**src/rtl/acc_host_driver.sv**
```systemverilog
// acc_host_driver
//   Queues 64-bit host instruction words in a small FIFO and issues them to
//   an accelerator one per cycle, honouring the accelerator's buffer_full
//   back-pressure. A word whose top nibble equals RD_OPCODE is a result read:
//   issue stalls for RD_LATENCY cycles, the accelerator result is captured,
//   and it is held for the host until res_ready is seen.
//
// Ports
//   clk, rst                 clock, async active-low reset
//   host_instr/valid/ready   host -> FIFO push handshake
//   acc_instr/_valid         issued word + one-cycle strobe
//   buffer_full              accelerator back-pressure
//   accelerator_output       accelerator result bus
//   res_data/valid/ready     captured result -> host handshake
//   fifo_count               words currently queued
module acc_host_driver #(
  parameter int         FIFO_DEPTH = 4,
  parameter logic [3:0] RD_OPCODE  = 4'h5,
  parameter int         RD_LATENCY = 2
) (
  input  logic                        clk,
  input  logic                        rst,
  input  logic [63:0]                 host_instr,
  input  logic                        host_valid,
  output logic                        host_ready,
  output logic [63:0]                 acc_instr,
  output logic                        acc_instr_valid,
  input  logic                        buffer_full,
  input  logic [31:0]                 accelerator_output,
  output logic [31:0]                 res_data,
  output logic                        res_valid,
  input  logic                        res_ready,
  output logic [$clog2(FIFO_DEPTH):0] fifo_count
);

  localparam int AW = $clog2(FIFO_DEPTH);
  localparam logic [AW:0] DEPTH_C = (AW+1)'(FIFO_DEPTH);

  typedef enum logic [1:0] {IDLE, WAIT_RD, HOLD_RES} state_t;

  state_t        r_state, w_next;
  logic [63:0]   r_mem [FIFO_DEPTH];
  logic [AW-1:0] r_wptr, r_rptr;
  logic [AW:0]   r_count;
  logic [3:0]    r_cnt;
  logic [63:0]   r_acc_instr;
  logic          r_acc_valid;
  logic [31:0]   r_res_data;
  logic          r_res_valid;

  logic          w_push, w_pop, w_capture, w_release, w_is_rd;
  logic [63:0]   w_head;

  // A full FIFO refuses pushes even if a pop happens this cycle.
  assign host_ready = (r_count < DEPTH_C);
  assign w_push     = host_valid & host_ready;
  assign w_head     = r_mem[r_rptr];
  assign w_is_rd    = (w_head[63:60] == RD_OPCODE);

  // ---------------- FSM ----------------
  always_ff @(posedge clk or negedge rst) begin
    if (!rst) r_state <= IDLE;
    else      r_state <= w_next;
  end

  always_comb begin
    w_next    = r_state;
    w_pop     = 1'b0;
    w_capture = 1'b0;
    w_release = 1'b0;
    case (r_state)
      IDLE: begin
        if ((r_count != '0) && !buffer_full) begin
          w_pop = 1'b1;
          if (w_is_rd) w_next = WAIT_RD;
        end
      end
      WAIT_RD: begin
        // counter at zero means accelerator_output is valid this cycle
        if (r_cnt == 4'd0) begin
          w_capture = 1'b1;
          w_next    = HOLD_RES;
        end
      end
      HOLD_RES: begin
        // exit cycle issues nothing; IDLE picks up on the next cycle
        if (r_res_valid && res_ready) begin
          w_release = 1'b1;
          w_next    = IDLE;
        end
      end
      default: w_next = IDLE;
    endcase
  end

  // ---------------- FIFO ----------------
  // Storage is not reset; occupancy is tracked by r_count/pointers only.
  always_ff @(posedge clk) begin
    if (w_push) r_mem[r_wptr] <= host_instr;
  end

  // Pointers wrap naturally because FIFO_DEPTH is a power of two.
  always_ff @(posedge clk or negedge rst) begin
    if (!rst) begin
      r_wptr  <= '0;
      r_rptr  <= '0;
      r_count <= '0;
    end else begin
      if (w_push) r_wptr <= r_wptr + 1'b1;
      if (w_pop)  r_rptr <= r_rptr + 1'b1;
      case ({w_push, w_pop})
        2'b10:   r_count <= r_count + 1'b1;
        2'b01:   r_count <= r_count - 1'b1;
        default: r_count <= r_count;
      endcase
    end
  end

  // ---------------- issue / read latency / result ----------------
  always_ff @(posedge clk or negedge rst) begin
    if (!rst) begin
      r_acc_instr <= '0;
      r_acc_valid <= 1'b0;
      r_cnt       <= '0;
      r_res_data  <= '0;
      r_res_valid <= 1'b0;
    end else begin
      r_acc_valid <= w_pop;
      if (w_pop) r_acc_instr <= w_head;

      if (w_pop && w_is_rd)
        r_cnt <= 4'(RD_LATENCY);
      else if ((r_state == WAIT_RD) && (r_cnt != 4'd0))
        r_cnt <= r_cnt - 4'd1;

      if (w_capture) begin
        r_res_data  <= accelerator_output;
        r_res_valid <= 1'b1;
      end else if (w_release) begin
        r_res_valid <= 1'b0;
      end
    end
  end

  assign acc_instr       = r_acc_instr;
  assign acc_instr_valid = r_acc_valid;
  assign res_data        = r_res_data;
  assign res_valid       = r_res_valid;
  assign fifo_count      = r_count;

endmodule

```
**config.mk**
```make
export PLATFORM = sky130hd
export DESIGN_NAME = acc_host_driver
export DESIGN_NICKNAME = d
export VERILOG_FILES = /design/src/rtl/acc_host_driver.sv
export SDC_FILE = /design/constraint.sdc
export NUM_CORES = 1
export LEC_CHECK = 0
export ABC_AREA = 0
export BUFFER_PORTS_ARGS = -buffer_cell sky130_fd_sc_hd__buf_2
export CORE_ASPECT_RATIO = 0.6
export CORE_UTILIZATION = 40
export CTS_CLUSTER_DIAMETER = 60
export DETAILED_ROUTE_END_ITERATION = 8
export HOLD_SLACK_MARGIN = 0.1
export PLACE_DENSITY_LB_ADDON = 0.3
export REMOVE_ABC_BUFFERS = 1
export SYNTH_ARGS = -nofsm -noshare
export SYNTH_HDL_FRONTEND = slang
export SYNTH_SLANG_ARGS = --single-unit
```
**constraint.sdc**
```tcl
create_clock -name clk -period 8.02 [get_ports clk]
set_clock_uncertainty 0.2 [all_clocks]
set_input_delay 0.802 -clock clk [delete_from_list [all_inputs] [get_ports clk]]
set_output_delay 0.802 -clock clk [all_outputs]
set_load 0.01 [all_outputs]
```
==> reports/summary.txt, run 1 <==
status = finished, final reports clean
num rows = 51
CTS clk-pin slew, worst paths = 0.06 ns
CTS tree = built
Post-synth EDFFs = 256
synth unique cells = 37
sequential cell area = 0.0105 mm2
detailed placement HPWL = 14.5 mm
min setup slack post-route = 4.87 ns
maximum vdd ir drop = 0.194 mV
final cell count without fillers = 1314
initial antenna violation count = 4
final wirelength = 25.6 mm
DRC Markers = 0
GR Util All Layers = 15.4%
first-pass GRT wire length = 40.6 mm
CTS Buf Count = 36
Final Slew Violations = 0
Cell Pwr Density = 387 mW/mm2
Avg WL per Cell = 19.5 um
Synth area leader = edfxtp_1
Final ANT Viol Nets = 0
share of cells above drive strength 1 = 49.9%
Fill cells = 2711
area share of the largest cell type after synthesis = 56.4%
synthesized cell area = 0.0136 mm2
critical path cell sequence = nor3_1 -> nand2_1 -> clkinv_2 -> buf_4 -> ha_1 -> inv_1 -> fa_1 -> xor2_1 -> nor2_1 -> xnor2_1
R2R cell count = 10
Skew-Pair Late Insertion Delay = 0.52 ns
maxcap violations = 0
CP Data Required Time = 8.26 ns
Placer Congestion = 0.701
Syn Area/Cell = 22.1 um2
# setup viols final = 0
#FFs+latches synth = 367
Post-Synthesis Cells = 616
FF-to-FF End = fifo_count[2]
WHS = 0.196 ns
Place WS = 4.35 ns
Pleak = 6.11 nW
Area growth syn-to-layout = 20.2%
Initial Utilization = 41.3%
Die Ht = 145 um
largest net degree at the start of global routing = 66
Die X = 240 um
vias in the first global route = 6773
WP buf/inv = 3
grt ovf = 0
H-tree depth = 2
CP delay by family, top = buffers and inverters
worst reg2reg setup slack = 4.87 ns
fin crit period = 3.15 ns
Top FF cell, synth = edfxtp_1
reg-to-reg startpoint = r_state[0]
fraction of the yosys area taken by sequential cells = 76.8%
Syn. warnings = 0
placed cells = 1246
Top Ports = 203
postcts setup bufs = 0
asr flop ratio synth = 30.2%
fin nets = 942
detailed-route via count = 6408
CP max stage cell = buf_4
Resized cells post-CTS = 0
TritonCTS Sinks = 367
critical path class = register to register
Hold Crit Class = input pin to async pin
critical path fanouts, max = 65
synth top area cells = edfxtp_1, dfrtp_1, mux4_2
Crit path largest cell delay = 0.76 ns
IO Port Bufs = 202
Pre-Repair DR Iteration Count = 4
Worst setup SP type = register
multi-input logic area = 0.00293 mm2
RSZ-0062 raised after global routing = no
initial DRC count = 408
Fin Setup TNS = 0 ns
CTS root buffer = clkbuf_16
critical path capture point type = register
Max Fclk = 318 MHz
Final Core Density = 49.6%
final period utilization = 39.2%
via/cell ratio = 4.88
overall die area = 0.0348 mm2
Worst EP arrival = 3.39 ns
Worst-Margin Slew = 1.06 ns
Hold Buf Count CTS = 0
Rel. slew slack = 29.6%
clk buf depth = 3
Final Hold Viols = 0
area of the core = 0.0330 mm2
==> worst max path at each step <==
stage / startpoint / to / depth (start not counted)
after floorplan: r_rptr[0] / r_cnt[1] / 3
after global placement: buffer_full / fifo_count[2] / 11
after detailed placement: buffer_full / fifo_count[2] / 11
after CTS: r_state[0] / fifo_count[2] / 10
after global routing: r_state[0] / fifo_count[2] / 10
final: r_state[0] / fifo_count[2] / 10
==> power by group <==
group	internal [mW]	leakage [nW]	switching [mW]	total (mW)
Combinational	0.902	1.85	0.752	1.65
Sequential	2.53	3.63	0.316	2.85
Clock	1.14	0.630	0.698	1.84
Total	4.57	6.11	1.77	6.34
==> placed cells by master (no fill, tap or decap), types with 3 or more instances in the layout <==
master and n:
a22oi_1 3, and2_4 4, buf_2 201, buf_4 6, bufinv_16 8, clkbuf_16 37, clkbuf_8 4, clkinv_1 4
clkinv_2 7, clkinvlp_4 3, dfrtp_1 109, diode_2 4, edfxtp_1 256, ha_1 6, inv_1 10, mux2_2 93
mux4_2 62, nand2_1 6, o21ai_0 4, or3_1 3, xnor2_1 5
==> registers in the layout, summed over array words and instances, names as in the netlist, 2 cells and up <==
| register | count |
|---|---|
| acc_instr | 64 |
| fifo_count | 3 |
| r_cnt | 4 |
| r_mem | 256 |
| r_rptr | 2 |
| r_state | 2 |
| r_wptr | 2 |
| res_data | 32 |
==> cell usage after synthesis, types with 2 or more instances <==
library cell,count
nor3_1,2
buf_2,7
inv_1,10
mux4_2,62
mux2_2,93
buf_1,2
mux4_1,2
or4_1,2
mux2_1,2
and2_1,4
edfxtp_1,256
ha_1,6
xnor2_1,5
or3_1,3
nand3b_1,2
o21ai_0,4
dfrtp_1,111
nand2b_1,2
nand2_1,6
buf_6,8
buf_4,5
a22oi_1,3
clkbuf_1,5
==> metal layers <==
layer	share of wire, %	vias up	track usage (%)
met5	0.074	-	0
met4	2.0	2	4.17
met3	5.0	47	4.09
met2	46	123	23.5
met1	47	3331	21.9
li1	-	2905	-
==> through the flow <==
stage	instance area [um2]	power, mW
after floorplan	13400	3.97
after global placement	15100	4.55
after detailed placement	15100	4.59
after CTS	16400	6.45
after global routing	16400	6.68
final	16400	6.34
==> area by class of cell <==
cell class	count	share of cell area (%)
clock buffers	43	6.04
repair buffers	207	6.42
diodes	4	0.0612
multi-input cells	211	17.9
clock inverters	21	1.88
well taps	450	3.44
flip-flops and latches	367	64.0
inverters	11	0.260
==> cell families after synthesis <==
kind of cell    synth area share [%]
flops                           76.8
compound gates                 0.551
fa+ha+maj                      0.698
simple gates                    1.26
buf+inv                         1.69
mux                             18.6
xor+xnor                       0.386
Power figures use the tool's default switching activity.
==> inputs of run 2 (changes only) <==
==> constraint.sdc (replaced) <==
create_clock -name clk -period 2.7 [get_ports clk]
set_clock_uncertainty 0.2 [all_clocks]
set_input_delay 0.27 -clock clk [delete_from_list [all_inputs] [get_ports clk]]
set_output_delay 0.27 -clock clk [all_outputs]
set_load 0.01 [all_outputs]
==> run 2 against run 1 <==
  * Worst setup slack got worse by 4.5 ns
  * Count of clock-buffer cells in the layout increased by 6
  * Fmax increased by 35%
  * Largest power group unchanged
  * Non-clock buffer count increased by 118
  * Largest cell class unchanged
  * Critical endpoint unchanged
  * Via count increased by 7.6%
==> reports/summary.txt, run 2 (synthesis gave the netlist of run 1 again) <==
Final Hold Viols = 0 (unchanged)
via/cell ratio = 4.81 (was 4.88)
max reg flops = 256 (unchanged)
CTS root buffer = clkbuf_16 (unchanged)
multi-input logic area = 0.00293 mm2 (unchanged)
WHS = 0.184 ns (was 0.196 ns)
Max Fclk = 429 MHz (was 318 MHz)
GR Util All Layers = 16.2% (was 15.4%)
# setup viols final = 0 (unchanged)
maximum vdd ir drop = 0.570 mV (was 0.194 mV)
critical path capture point type = register (unchanged)
largest net degree at the start of global routing = 65 (was 66)
Fill cells = 2619 (was 2711)
RSZ-0062 raised after global routing = no (unchanged)
CP delay by family, top = simple AND/OR/NAND/NOR gates (was buffers and inverters)
H-tree depth = 2 (unchanged)
status = finished, final reports clean (unchanged)
Top Ports = 203 (unchanged)
fin crit period = 2.33 ns (was 3.15 ns)
share of cells above drive strength 1 = 45.0% (was 49.9%)
Pleak = 6.62 nW (was 6.11 nW)
critical path fanouts, max = 4 (was 65)
CP Data Required Time = 2.94 ns (was 8.26 ns)
Placer Congestion = 0.687 (was 0.701)
area of the core = 0.0330 mm2 (unchanged)
fin nets = 1060 (was 942)
critical path class = register to register (unchanged)
CTS tree = built (unchanged)
Final Core Density = 53.2% (was 49.6%)
postcts setup bufs = 0 (unchanged)
R2R cell count = 9 (was 10)
grt ovf = 0 (unchanged)
Skew-Pair Late Insertion Delay = 0.52 ns (about the same)
CTS Buf Count = 36 (unchanged)
IO Port Bufs = 202 (unchanged)
maxcap violations = 0 (unchanged)
initial antenna violation count = 1 (was 4)
clk buf depth = 3 (unchanged)
FF-to-FF End = fifo_count[2] (unchanged)
num rows = 51 (unchanged)
Resized cells post-CTS = 0 (unchanged)
Fin Setup TNS = 0 ns (unchanged)
commonest cells after routing, fill and taps aside = edfxtp_1, buf_2, dfrtp_1, dlygate4sd3_1, mux2_2 (was edfxtp_1, buf_2, dfrtp_1, mux2_2, mux4_2)
sequential cell area = 0.0105 mm2 (unchanged)
critical path cell sequence = nor3_1 -> nand2_1 -> clkinv_2 -> ha_1 -> inv_1 -> fa_1 -> xor2_1 -> nor2_1 -> xnor2_1 (was nor3_1 -> nand2_1 -> clkinv_2 -> buf_4 -> ha_1 -> inv_1 -> fa_1 -> xor2_1 -> nor2_1 -> xnor2_1)
CP max stage cell = dfrtp_1 (was buf_4)
worst reg2reg setup slack = 0.37 ns (was 4.87 ns)
overall die area = 0.0348 mm2 (unchanged)
sw power = 5.35 mW (was 1.77 mW)
final cell count without fillers = 1432 (was 1314)
Die Ht = 145 um (unchanged)
Logic pwr share = 29.2% (was 26.1%)
detailed-route via count = 6893 (was 6408)
first-pass GRT wire length = 43.1 mm (was 40.6 mm)
Initial Utilization = 41.3% (unchanged)
sequential power share = 43.5% (was 44.9%)
Cell Pwr Density = 1080 mW/mm2 (was 387 mW/mm2)
sw frac = 28.2% (was 27.9%)
final wirelength = 27.1 mm (was 25.6 mm)
Final Slew Violations = 0 (unchanged)
Pre-Repair DR Iteration Count = 4 (unchanged)
Worst EP arrival = 2.56 ns (was 3.39 ns)
Crit path largest cell delay = 0.41 ns (was 0.76 ns)
Rel. slew slack = 46.1% (was 29.6%)
WP buf/inv = 2 (was 3)
Die X = 240 um (unchanged)
Worst-Margin Slew = 0.808 ns (was 1.06 ns)
CTS clk-pin slew, worst paths = 0.06 ns (about the same)
Hold Crit Class = input pin to async pin (unchanged)
Worst setup SP type = register (unchanged)
DRC Markers = 0 (unchanged)
Final ANT Viol Nets = 0 (unchanged)
detailed placement HPWL = 16.4 mm (was 14.5 mm)
most common cell after layout, fill and taps aside = edfxtp_1 (unchanged)
Area growth syn-to-layout = 28.9% (was 20.2%)
P_int = 13.6 mW (was 4.57 mW)
placed cells = 1264 (was 1246)
Tot Pwr = 19.0 mW (was 6.34 mW)
vias in the first global route = 7331 (was 6773)
Clk pwr share = 27.3% (was 29.0%)
initial DRC count = 348 (was 408)
Top reg by flops = r_mem (unchanged)
final period utilization = 86.2% (was 39.2%)
Avg WL per Cell = 18.9 um (was 19.5 um)
reg-to-reg startpoint = r_state[0] (unchanged)
TritonCTS Sinks = 367 (unchanged)
==> run 2: layout make-up <==
cell class                 count  area share (%)
timing repair buffer         325            13.2
antenna                        2          0.0285
tap                          450            3.21
inverter                      11           0.242
clock inverter                17            1.23
sequential                   367            59.7
multi-input combinational    211            16.7
clock buffer                  49            5.76
==> run 2: worst max path at each step <==
| stage | startpoint | endpoint | slack, ns | cells after the start |
|---|---|---|---|---|
| CTS | r_state[0] | fifo_count[2] | 0.37 | 9 |
| global route | r_state[0] | fifo_count[2] | 0.22 | 9 |
| floorplan | r_rptr[0] | r_cnt[1] | -1.38 | 3 |
| global placement | r_state[0] | fifo_count[2] | 0.47 | 9 |
| detailed placement | r_state[0] | fifo_count[2] | 0.38 | 9 |
| finish | r_state[0] | fifo_count[2] | 0.37 | 9 |
==> run 2: power groups by stage <==
| stage | Sequential, mW | Combinational, mW | Clock (mW) |
|---|---|---|---|
| floorplan | 8.83 | 2.97 | 0 |
| global placement | 8.32 | 5.48 | 0 |
| detailed placement | 8.36 | 5.54 | 0 |
| CTS | 8.26 | 5.67 | 5.32 |
| global route | 8.42 | 6.02 | 5.55 |
| finish | 8.24 | 5.53 | 5.18 |
==> run 2: through the flow <==
step                area (um2)  setup WS (ns)
global route             17600          0.216
CTS                      17600          0.369
detailed placement       15300          0.384
floorplan                13400          -1.38
global placement         15300          0.469
finish                   17600          0.372
==> run 2: repair_timing <==
item / in CTS / in global routing
hold endpoints to repair: 345 / 0
setup endpoints to repair: 0 / 0
hold buffers: 100 / 0
==> run 2: per-layer routing <==
layer	global-route usage (%)	share of wire, %	up-vias
met4	3.69	1.7	0
met2	24.8	47	151
met3	3.81	5.1	42
met1	23.4	46	3561
met5	0	0	-
li1	-	-	3139
==> inputs of run 3 (changes only) <==
--- a/config.mk
+++ b/config.mk
@@ -13,6 +13,7 @@
 export DETAILED_ROUTE_END_ITERATION = 8
 export HOLD_SLACK_MARGIN = 0.1
 export PLACE_DENSITY_LB_ADDON = 0.3
+export RECOVER_POWER = 25
 export REMOVE_ABC_BUFFERS = 1
 export SYNTH_ARGS = -nofsm -noshare
 export SYNTH_HDL_FRONTEND = slang
==> run 3 against run 2 <==
  * Combinational power is essentially flat
  * Global-route usage is the same
  * Total power is essentially flat
  * Register-to-register slack is essentially flat
  * First-iteration DRC count shrank 2.3%
  * Sequential share of layout area grew 0.23 points
  * Largest power group unchanged
==> reports/summary.txt, run 3 (synthesis gave the netlist of run 1 again) <==
TritonCTS Sinks = 367 (unchanged)
Avg WL per Cell = 18.8 um (was 18.9 um)
Worst setup SP type = register (unchanged)
sequential power share = 43.5% (about the same)
max reg flops = 256 (unchanged)
DRC Markers = 0 (unchanged)
CTS tree = built (unchanged)
H-tree depth = 2 (unchanged)
status = finished, final reports clean (unchanged)
CP Data Required Time = 2.94 ns (about the same)
CTS root buffer = clkbuf_16 (unchanged)
P_int = 13.6 mW (about the same)
final period utilization = 86.2% (about the same)
share of cells above drive strength 1 = 39.5% (was 45.0%)
Final Slew Violations = 0 (unchanged)
detailed-route via count = 6902 (was 6893)
Top Ports = 203 (unchanged)
clk buf depth = 3 (unchanged)
Cell Pwr Density = 1080 mW/mm2 (about the same)
Rel. slew slack = 46.0% (was 46.1%)
# setup viols final = 0 (unchanged)
WHS = 0.185 ns (was 0.184 ns)
Hold Crit Class = input pin to async pin (unchanged)
maxcap violations = 0 (unchanged)
fin crit period = 2.33 ns (about the same)
critical path class = register to register (unchanged)
vias in the first global route = 7331 (unchanged)
final wirelength = 27.0 mm (was 27.1 mm)
critical path capture point type = register (unchanged)
detailed placement HPWL = 16.4 mm (unchanged)
initial DRC count = 340 (was 348)
grt ovf = 0 (unchanged)
Tot Pwr = 18.9 mW (was 19.0 mW)
initial antenna violation count = 1 (unchanged)
Logic pwr share = 29.1% (was 29.2%)
Worst EP arrival = 2.57 ns (was 2.56 ns)
Final Hold Viols = 0 (unchanged)
Place WS = 0.384 ns (unchanged)
Max Fclk = 429 MHz (about the same)
IO Port Bufs = 202 (unchanged)
CTS Buf Count = 36 (unchanged)
Pre-Repair DR Iteration Count = 4 (unchanged)
maximum vdd ir drop = 0.570 mV (about the same)
commonest cells after routing, fill and taps aside = edfxtp_1, buf_2, dfrtp_1, dlygate4sd3_1, mux2_2 (unchanged)
GR Util All Layers = 16.2% (unchanged)
Die X = 240 um (unchanged)
fin nets = 1060 (unchanged)
Skew-Pair Late Insertion Delay = 0.52 ns (about the same)
Final ANT Viol Nets = 0 (unchanged)
num rows = 51 (unchanged)
Initial Utilization = 41.3% (unchanged)
Top reg by flops = r_mem (unchanged)
Die Ht = 145 um (unchanged)
postcts setup bufs = 0 (unchanged)
sw power = 5.34 mW (was 5.35 mW)
critical path fanouts, max = 4 (unchanged)
sw frac = 28.2% (about the same)
CTS clk-pin slew, worst paths = 0.06 ns (about the same)
largest net degree at the start of global routing = 65 (unchanged)
R2R cell count = 9 (unchanged)
first-pass GRT wire length = 43.1 mm (unchanged)
Area growth syn-to-layout = 28.4% (was 28.9%)
area of the core = 0.0330 mm2 (unchanged)
overall die area = 0.0348 mm2 (unchanged)
min setup slack post-route = 0.372 ns (about the same)
Placer Congestion = 0.687 (unchanged)
most common cell after layout, fill and taps aside = edfxtp_1 (unchanged)
RSZ-0062 raised after global routing = no (unchanged)
Worst-Margin Slew = 0.811 ns (was 0.808 ns)
via/cell ratio = 4.82 (was 4.81)
Fill cells = 2640 (was 2619)
Pleak = 6.47 nW (was 6.62 nW)
Clk pwr share = 27.3% (about the same)
## run 3: cell types whose count changed in the layout (fill, tap and decap cells not counted), sizes merged
cell,before,now
buf,225,171
clkbuf,49,103
## run 3: final timing paths
kind                            endpoint  slack [ns]         start
min                        acc_instr[52]        0.18           rst
min reg2reg                 res_data[23]        0.29  res_data[23]
max reg2reg                fifo_count[2]        0.37    r_state[0]
max in group asynchronous   res_data[28]        1.39           rst
max                        fifo_count[2]        0.37    r_state[0]
min in group clk            res_data[23]        0.29  res_data[23]
## run 3: metal layers
layer / up-vias / part of all wire, % / track usage, %
met5: - / 0 / 0
met4: 0 / 1.7 / 3.69
met3: 42 / 5.0 / 3.81
met2: 159 / 47 / 24.8
met1: 3563 / 46 / 23.4
li1: 3138 / - / -
## run 3: power by group through the flow
stage	Clock, mW	Combinational [mW]	Sequential [mW]
after floorplan	0	2.97	8.83
after global placement	0	5.48	8.32
after detailed placement	0	5.54	8.36
after CTS	5.32	5.67	8.26
after global routing	5.55	6.01	8.43
final	5.17	5.52	8.24
## run 3: layout make-up
cell class / count / area [um2] / area share [%]
antenna: 2 / 5.00 / 0.0286
clock buffer: 49 / 1010 / 5.78
clock inverter: 17 / 216 / 1.24
inverter: 11 / 42.5 / 0.243
multi-input combinational: 211 / 2930 / 16.8
sequential: 367 / 10500 / 59.9
tap: 450 / 563 / 3.22
timing repair buffer: 325 / 2240 / 12.8
## run 3: per-stage QoR
step	utilization [%]	setup TNS, ns	std cells	cell area (um2)
floorplan	-	-139.20	589	13400
global placement	46.4	0	1264	15300
detailed placement	46.4	0	1264	15300
CTS	53.2	0	1430	17600
global route	53.0	0	1431	17500
finish	53.0	0	1432	17500
## run 3: repair_timing
| action | CTS | global route |
|---|---|---|
| resized for setup | 0 | 0 |
| hold endpoints to repair | 345 | 0 |
| hold buffers | 100 | 0 |
| setup endpoints to repair | 0 | 0 |
## run 3: critical path, cell delays in order (launching register included)
cell      delay (ns)
dfrtp_1         0.41
nor3_1          0.33
nand2_1         0.19
clkinv_2        0.11
ha_1            0.19
inv_1           0.06
fa_1            0.37
xor2_1          0.15
nor2_1          0.11
xnor2_1         0.13
